File: config.mk
export PLATFORM = sky130hd
export DESIGN_NAME = audio_sample_pacer
export DESIGN_NICKNAME = d
export VERILOG_FILES = /design/src/rtl/audio_sample_pacer_pkg.sv /design/src/rtl/audio_sample_pacer_fifo.sv /design/src/rtl/audio_sample_pacer.sv
export SDC_FILE = /design/constraint.sdc
export NUM_CORES = 1
export LEC_CHECK = 0
export ABC_AREA = 1
export BUFFER_PORTS_ARGS = -buffer_cell sky130_fd_sc_hd__buf_2
export CAP_MARGIN = 10
export CORE_UTILIZATION = 55
export CTS_BUF_LIST = sky130_fd_sc_hd__clkbuf_8
export DETAILED_ROUTE_END_ITERATION = 6
export PLACE_DENSITY = 0.73
export SLEW_MARGIN = 20
export SYNTH_ARGS = -nofsm -noshare
export SYNTH_HDL_FRONTEND = slang
export SYNTH_SLANG_ARGS = --single-unit
File: constraint.sdc
create_clock -name clk -period 5.15 [get_ports clk]
set_input_delay 1.03 -clock clk [delete_from_list [all_inputs] [get_ports clk]]
set_output_delay 1.03 -clock clk [all_outputs]
set_load 0.02 [all_outputs]
File: src/rtl/audio_sample_pacer_pkg.sv
// Shared definitions for the audio sample pacer: sample width, tick counter
// width and the request/convert state encoding.
package audio_sample_pacer_pkg;

  localparam int ADC_DATA_W = 16;
  localparam int TICK_CNT_W = 16;

  typedef enum logic [1:0] {
    ST_IDLE = 2'd0,
    ST_REQ  = 2'd1,
    ST_CONV = 2'd2
  } pacer_state_e;

endpackage

File: src/rtl/audio_sample_pacer_fifo.sv
// First-word-fall-through synchronous FIFO: o_data shows the head entry
// whenever o_empty is low. Reusable by other stream stages.
module sync_fifo_fwft #(
  parameter int DATA_W = 16,
  parameter int AW     = 4
) (
  input  logic              clk,
  input  logic              rst,
  input  logic              i_push,
  input  logic [DATA_W-1:0] i_data,
  input  logic              i_pop,
  output logic [DATA_W-1:0] o_data,
  output logic              o_full,
  output logic              o_empty,
  output logic [AW:0]       o_count
);

  localparam int DEPTH = 1 << AW;

  logic [DATA_W-1:0] r_mem [DEPTH];
  logic [AW-1:0]     r_wr_ptr;
  logic [AW-1:0]     r_rd_ptr;
  logic [AW:0]       r_count;
  logic              w_pop;
  logic              w_push_ok;

  assign o_full    = (r_count == (AW+1)'(DEPTH));
  assign o_empty   = (r_count == '0);
  assign o_count   = r_count;
  assign w_pop     = i_pop & ~o_empty;
  // A full FIFO still takes a push when the head leaves in the same cycle.
  assign w_push_ok = i_push & (~o_full | w_pop);
  assign o_data    = o_empty ? '0 : r_mem[r_rd_ptr];

  always_ff @(posedge clk) begin
    if (w_push_ok) r_mem[r_wr_ptr] <= i_data;
  end

  always_ff @(posedge clk or posedge rst) begin
    if (rst) begin
      r_wr_ptr <= '0;
      r_rd_ptr <= '0;
      r_count  <= '0;
    end else begin
      if (w_push_ok) r_wr_ptr <= r_wr_ptr + 1'b1;
      if (w_pop)     r_rd_ptr <= r_rd_ptr + 1'b1;
      case ({w_push_ok, w_pop})
        2'b10:   r_count <= r_count + 1'b1;
        2'b01:   r_count <= r_count - 1'b1;
        default: r_count <= r_count;
      endcase
    end
  end

endmodule

File: src/rtl/audio_sample_pacer.sv
// Paces ADC conversion requests at a fixed sample rate, captures each sample
// into a FWFT FIFO and streams it out; flags drops and missed ticks.
module audio_sample_pacer
  import audio_sample_pacer_pkg::*;
#(
  parameter int CLK_DIV = 1250,
  parameter int FIFO_AW = 4,
  parameter int DATA_W  = ADC_DATA_W
) (
  input  logic               clk,
  input  logic               reset,
  input  logic               enable,
  output logic               adc_start_conv,
  input  logic               adc_ready,
  input  logic               adc_dat_valid,
  input  logic [DATA_W-1:0]  adc_data,
  output logic [DATA_W-1:0]  s_data,
  output logic               s_valid,
  input  logic               s_ready,
  output logic [FIFO_AW:0]   fill_level,
  output logic               overflow,
  output logic               tick_miss,
  input  logic               clear_flags,
  output pacer_state_e       dbg_state
);

  // Stream handshake: a beat transfers on a clock edge where s_valid and
  // s_ready are both 1; s_data is stable while s_valid=1 and not accepted.

  localparam logic [TICK_CNT_W-1:0] DIV_LAST = TICK_CNT_W'(CLK_DIV - 1);

  logic [TICK_CNT_W-1:0] r_tick_cnt;
  pacer_state_e          r_state;
  pacer_state_e          w_state_nxt;
  logic                  r_dv_prev;
  logic                  r_overflow;
  logic                  r_tick_miss;
  logic                  w_tick;
  logic                  w_dv_rise;
  logic                  w_start_conv;
  logic                  w_push;
  logic                  w_pop;
  logic                  w_tick_miss_evt;
  logic                  w_drop_evt;
  logic                  w_fifo_full;
  logic                  w_fifo_empty;

  assign w_tick    = enable & (r_tick_cnt == DIV_LAST);
  assign w_dv_rise = adc_dat_valid & ~r_dv_prev;

  always_ff @(posedge clk or posedge reset) begin
    if (reset) begin
      r_tick_cnt <= '0;
      r_dv_prev  <= 1'b0;
    end else begin
      r_dv_prev <= adc_dat_valid;
      if (!enable || r_tick_cnt == DIV_LAST) r_tick_cnt <= '0;
      else                                  r_tick_cnt <= r_tick_cnt + 1'b1;
    end
  end

  always_ff @(posedge clk or posedge reset) begin
    if (reset) r_state <= ST_IDLE;
    else       r_state <= w_state_nxt;
  end

  // adc_ready is only refreshed every few clocks, so REQ holds until it drops.
  always_comb begin
    w_state_nxt = r_state;
    case (r_state)
      ST_IDLE: if (w_tick)     w_state_nxt = ST_REQ;
      ST_REQ:  if (!adc_ready) w_state_nxt = ST_CONV;
      ST_CONV: if (w_dv_rise)  w_state_nxt = ST_IDLE;
      default:                 w_state_nxt = ST_IDLE;
    endcase
  end

  always_comb begin
    w_start_conv    = (r_state == ST_REQ);
    w_push          = (r_state == ST_CONV) & w_dv_rise;
    w_tick_miss_evt = w_tick & (r_state != ST_IDLE);
  end

  assign w_pop      = s_valid & s_ready;
  assign w_drop_evt = w_push & w_fifo_full & ~w_pop;

  sync_fifo_fwft #(
    .DATA_W (DATA_W),
    .AW     (FIFO_AW)
  ) u_fifo (
    .clk     (clk),
    .rst     (reset),
    .i_push  (w_push),
    .i_data  (adc_data),
    .i_pop   (w_pop),
    .o_data  (s_data),
    .o_full  (w_fifo_full),
    .o_empty (w_fifo_empty),
    .o_count (fill_level)
  );

  // A new flag event outranks a simultaneous clear.
  always_ff @(posedge clk or posedge reset) begin
    if (reset) begin
      r_overflow  <= 1'b0;
      r_tick_miss <= 1'b0;
    end else begin
      if (w_drop_evt)       r_overflow <= 1'b1;
      else if (clear_flags) r_overflow <= 1'b0;
      if (w_tick_miss_evt)  r_tick_miss <= 1'b1;
      else if (clear_flags) r_tick_miss <= 1'b0;
    end
  end

  assign adc_start_conv = w_start_conv;
  assign s_valid        = ~w_fifo_empty;
  assign overflow       = r_overflow;
  assign tick_miss      = r_tick_miss;
  assign dbg_state      = r_state;

endmodule

== After elaboration in Yosys (flattened, before gate mapping) ==
Memory sizes are Yosys's and may differ from the RTL's.
Index checks and enable logic that the tools add are counted.
Storage, ports and cells
  register bits: 34
  RAM bits: 256
  input port bits: 23
  output and inout bits: 27
  logic and storage cells: 58
  memories kept: 1
Operators by class
  add/subtract/negate cells: 5
  equality and inequality tests: 9
  muxes and demuxes: 12
  bitwise operators: 14
  reductions and logical operators: 9
Memory list
  u_fifo.r_mem: depth 16, bits a word 16, read ports 1, clocked after Yosys merged registers in 0, wr ports 1, line audio_sample_pacer_fifo.sv:20  | logic [DATA_W-1:0] r_mem [DEPTH];
Operators with widths (count)
  $mux 16: 2
  $add 16x1->16 const B: 1
  $eq 16x11->1 const B: 1
  $pmux 5 s2: 1
  $and 1x1->1: 9
  $add 4x1->4 const B: 2
  $reduce_bool 2->1: 4
  $mux 2: 3
  $ne 2x2->1 const B: 3
  $pmux 2 s3: 1
  $add 5x1->5 const B: 1
  $eq 5x5->1 const B: 1
  $logic_not 5->1: 1
  $mux 1: 5
  $sub 5x1->5 const B: 1
  $eq 2x1->1 const B: 2
  $eq 2x2->1 const B: 2
  $not 1->1: 4
  $reduce_and 3->1: 1
  $logic_not 2->1: 1
  $logic_not 1->1: 1
  $logic_or 1x1->1: 1
  $or 1x1->1: 1

== Depth between registers and ports, before layout ==
  word-level depth: 8
  mapped depth: 18
  mapped depth without buffers: 17

== Cells and area by module ==
From an unflattened synthesis, not the netlist that was laid out.
Unflattened totals
  cell total of the unflattened synthesis: 1101
  area, all modules: 12261.8 sq um
Modules (own cells, without submodules)
  sync_fifo_fwft: times used 1, cells an instance 949, area an instance 11094.4 sq um, sequential area each 8012.7 sq um
  audio_sample_pacer: times used 1, cells an instance 152, area an instance 1167.4 sq um, sequential area each 525.5 sq um

== Worst setup path before layout ==
No wires, ideal clock.
  path type: input port to flip-flop
  start point: input adc_dat_valid
  end point: register u_fifo.r_count[4] (netlist: u_fifo.o_count[4])
  setup time: 0.117 ns
  data arrival time: 2.738 ns
  required time: 5.033 ns
  setup slack: 2.295 ns
  stages on the path: 18
  buffers on the path: 2
  cell sequence: inv_1 > nor2_1 > nand3_1 > nor2_1 > buf_2 > inv_1 > ha_1 > clkbuf_2 > xor2_1 > ha_1 > inv_1 > nand2_1 > nand3_1 > nand2_1 > nand2_1 > nand2_1 > nand2_1 > nand2_1
On the way
  cells in the longest elaborated chain, start to end: 5
  elaborated cells between the ends (all ways): 7
  those cells by class: eq/ne: 2; mux: 1; bitwise: 3; reduce/logical: 1
Ends and longest elaborated chain
  start: declaration: line audio_sample_pacer.sv:15  | input logic adc_dat_valid,
  $and 1x1->1 (*): line audio_sample_pacer.sv:49  | assign w_dv_rise = adc_dat_valid & ~r_dv_prev;
  $and 1x1->1 (*): line audio_sample_pacer.sv:80  | w_push = (r_state == ST_CONV) & w_dv_rise;
  $and 1x1->1 (*): line audio_sample_pacer_fifo.sv:32  | assign w_push_ok = i_push & (~o_full | w_pop);
  $eq 2x1->1 or $eq 2x2->1 (tied branches): line audio_sample_pacer_fifo.sv:47  | case ({w_push_ok, w_pop})
  $pmux 5 s2 or $reduce_bool 2->1 (tied branches)
  end signal: assignment: line audio_sample_pacer_fifo.sv:48  | 2'b10: r_count <= r_count + 1'b1;
  end signal: assignment: line audio_sample_pacer_fifo.sv:49  | 2'b01: r_count <= r_count - 1'b1;
  end signal: assignment: line audio_sample_pacer_fifo.sv:50  | default: r_count <= r_count;
  end: declaration: line audio_sample_pacer_fifo.sv:23  | logic [AW:0] r_count;
Every way passes the cells marked *; elsewhere a longest branch is shown, timed or not.
A chain may end at the register's enable or synchronous reset.

== Final worst setup path ==
  start point: register u_fifo.r_rd_ptr[0]
  end point: output s_data[12]
On the way
  cells in the longest elaborated chain, start to end: 2
Ends and longest elaborated chain
  start: declaration: line audio_sample_pacer_fifo.sv:22  | logic [AW-1:0] r_rd_ptr;
  start signal: assignment: line audio_sample_pacer_fifo.sv:46  | if (w_pop) r_rd_ptr <= r_rd_ptr + 1'b1;
  $mem_v2 16x16
  $mux 16: line audio_sample_pacer_fifo.sv:33  | assign o_data = o_empty ? '0 : r_mem[r_rd_ptr];
  end: declaration: line audio_sample_pacer.sv:17  | output logic [DATA_W-1:0] s_data,
Every way passes these cells.

==> impl_results.md <==
- GRT overflow: 0
- Seq/Total Area, Yosys: 70.0%
- Mapped Area: 12200 um2
- Hold-fix buffers, CTS: 0
- Clock transition at path regs: 50 ps
- Worst R2R Path Depth: 16
- Worst r2r dst: u_fifo.o_count[4]
- Int Pwr: 4.37 mW
- Relative slew slack: 32.2%
- Distinct cells, synth: 29
- Critical Path RT: 4120 ps
- Routed Antenna Nets: 0
- CP Max Fanout: 90
- # setup viols final: 0
- FF-to-FF setup slack: 2450 ps
- DRC Markers: 0
- Logic gate share of total power: 34.9%
- Initial core utilization: 56.1%
- Worst Hold Depth: 1
- Worst path cell trace: buf_4 > nand2_1 > nand3_1 > nand3_1 > nand2_1 > nand2_1 > a21oi_1 > buf_2
- Worst setup EP type: output port
- Iteration-0 DRC Markers: 818
- TritonCTS buffer count: 47
- Diodes inserted: 0
- Hold Path Origin: r_tick_cnt[0]
- CP arrival: 3250 ps
- Clock sinks: 290
- IO Count: 50
- Core area: 21800 um2
- WL final: 28500 um
- Total setup buffers inserted after CTS: 0
- Final setup margin: 870 ps
- First-pass GRT wire length: 43900 um
- Hold Path Class: register to register
- Synthesized area per cell: 11.1 um2
- Pre-antenna DRT Iters: 5
- CP startpoint kind: register
- Fin Setup TNS: 0 ps
- CTS tree: built
- Final Wtd Congestion: 0.890
- Crit-path slowest cell: buf_4
- WHS Endpoint: r_tick_cnt[0]
- Crit share post-route: 83.1%
- Worst reg2reg path startpoint: u_fifo.o_count[1]
- Die area: 22800 um2
- RSZ-0062 raised after global routing: false
- IR drop worst, VDD: 0.000396 V
- Largest net degree at the start of global routing: 91
- Actual slew at the worst max-slew pin: 1020 ps
- Clock power share: 26.2%
- CTS resizes: 0
- Chip width: 151 um
- PwrDens: 532 nW/um2
- Fmax: 234 MHz
- Synth warn: 0
- Max Slew Vio Count: 0
- MaxCap Viol Count: 0
- DIE HEIGHT: 151 um
- Total GRT Usage: 26.2%
- Clk_skew: 18.8 ps
- Dpl ws: 1470 ps
- Switching fraction of total power: 39.1%
- Most common cell after layout, fill and taps aside: nand2_1
- H-tree levels: 2
- Pleak: 5.16 nW
- Vias in the first global route: 7838
- Slowest stage delay, CP: 830 ps
- Min Tclk post-route: 4280 ps
- Status: finished clean
- Switching pwr: 2.81 mW
- Row cnt: 54
- Crit path top cell by count: nand2_1
- Yosys reg bits: 290
- Part of the power in registers: 38.9%
- DR vias: 8342
- Vias per Instance: 5.68
- Area Overhead vs Synth: 10.8%
- Final #Nets: 1185
- Initial antenna violation count: 0
- Clk root buf: clkbuf_8
- Kind of critical path: register to output port
- Commonest non-fill, non-tap cells in the layout: nand2_1, edfxtp_1, nand3_1, clkbuf_8, buf_2
- Later-pin clock latency in the skew report: 560 ps
- Share of post-route cells with drive strength above 1: 12.1%
- Post-detail-place hpwl: 16500 um
- IO Port Bufs: 49
- Cell count after synthesis: 1101
- Mapped Nets: 1134
- Final Hold Vio Count: 0
- Clk buf depth: 3
- DR WL/cell: 19.4 um
## cells by family (layout without fill, tap and decap cells)
family / after synthesis / count (layout) / synth area share (%)
XOR/XNOR: 14 / 14 / 1.00
flip-flops: 290 / 290 / 70.0
adder cells (fa/ha/maj): 10 / 10 / 1.03
AO/OA/AOI/OAI: 29 / 29 / 1.24
AND/OR/NAND/NOR: 664 / 664 / 23.1
buffers and inverters: 94 / 181 / 3.69
## stage by stage
step,power [mW],utilization (%),cells,hold WS (ps),instance area [um2]
6_report,7.18,62.1,1468,521,13500
5_1_grt,7.60,62.1,1468,553,13500
4_1_cts,7.21,62.1,1468,525,13500
3_5_place_dp,5.32,58.0,1383,513,12600
3_3_place_gp,5.29,58.0,1383,496,12600
2_1_floorplan,4.57,-,1101,475,12200
## critical path: cells and delay by family (launching register included)
kind                   cells  cell delay (ps)
buffers and inverters      2             1040
flip-flops                 1              730
AO/OA/AOI/OAI              1              260
AND/OR/NAND/NOR            5              590
## how the worst max path moves through the flow
stage | from | cells after the start | endpoint | slack (ps)
CTS | u_fifo.r_rd_ptr[0] | 8 | s_data[7] | 850
floorplan | adc_dat_valid | 18 | u_fifo.o_count[4] | 2300
global route | u_fifo.r_rd_ptr[0] | 8 | s_data[7] | 660
global placement | u_fifo.r_rd_ptr[0] | 8 | s_data[9] | 1560
finish | u_fifo.r_rd_ptr[0] | 8 | s_data[12] | 870
detailed placement | u_fifo.r_rd_ptr[0] | 8 | s_data[7] | 1470
## power by group through the flow
stage          clock network [mW]  logic (mW)  registers [mW]
2_1_floorplan                   0        1.78            2.79
3_3_place_gp                    0        2.45            2.84
3_5_place_dp                    0        2.48            2.84
4_1_cts                      1.92        2.50            2.79
5_1_grt                      2.02        2.77            2.81
6_report                     1.88        2.51            2.79
## flip-flops by register name (all words and copies together), names as in the netlist, 2 cells and up
register / count
u_fifo.r_wr_ptr: 4
u_fifo.o_count: 5
u_fifo.r_mem: 256
r_tick_cnt: 16
u_fifo.r_rd_ptr: 4
dbg_state: 2
## metal layers
layer / vias to the layer above / GRT usage, % / routed length (um)
li1: 3903 / - / -
met1: 4039 / 36.5 / 12000
met2: 344 / 40.0 / 13100
met3: 56 / 5.60 / 2570
met4: 0 / 11.1 / 939
met5: - / 0 / 0
## synthesized netlist by cell type (all sizes together)
master	number	area, um2
clkinv	1	3.75
o211ai	1	7.51
nor2	52	203
nand3b	1	7.51
o21ai	6	30.0
nand4	5	31.3
a21oi	19	95.1
xor2	13	114
nor4	1	6.26
o22ai	3	18.8
nand3	212	1070
nor3	14	75.1
edfxtp	256	7690
xnor2	1	8.76
buf	50	284
clkbuf	6	23.8
ha	10	125
inv	37	139
nand2	379	1430
dfrtp	34	851
## layout make-up
| cell class | count | area [um2] |
|---|---|---|
| Fill cell | 1724 | 8240 |
| Clock buffer | 54 | 743 |
| Multi-Input combinational cell | 717 | 3250 |
| Clock inverter | 31 | 154 |
| Inverter | 38 | 145 |
| Sequential cell | 290 | 8540 |
| Timing Repair Buffer | 58 | 325 |
| Tap cell | 280 | 350 |
(Power assumes the default switching activity.)
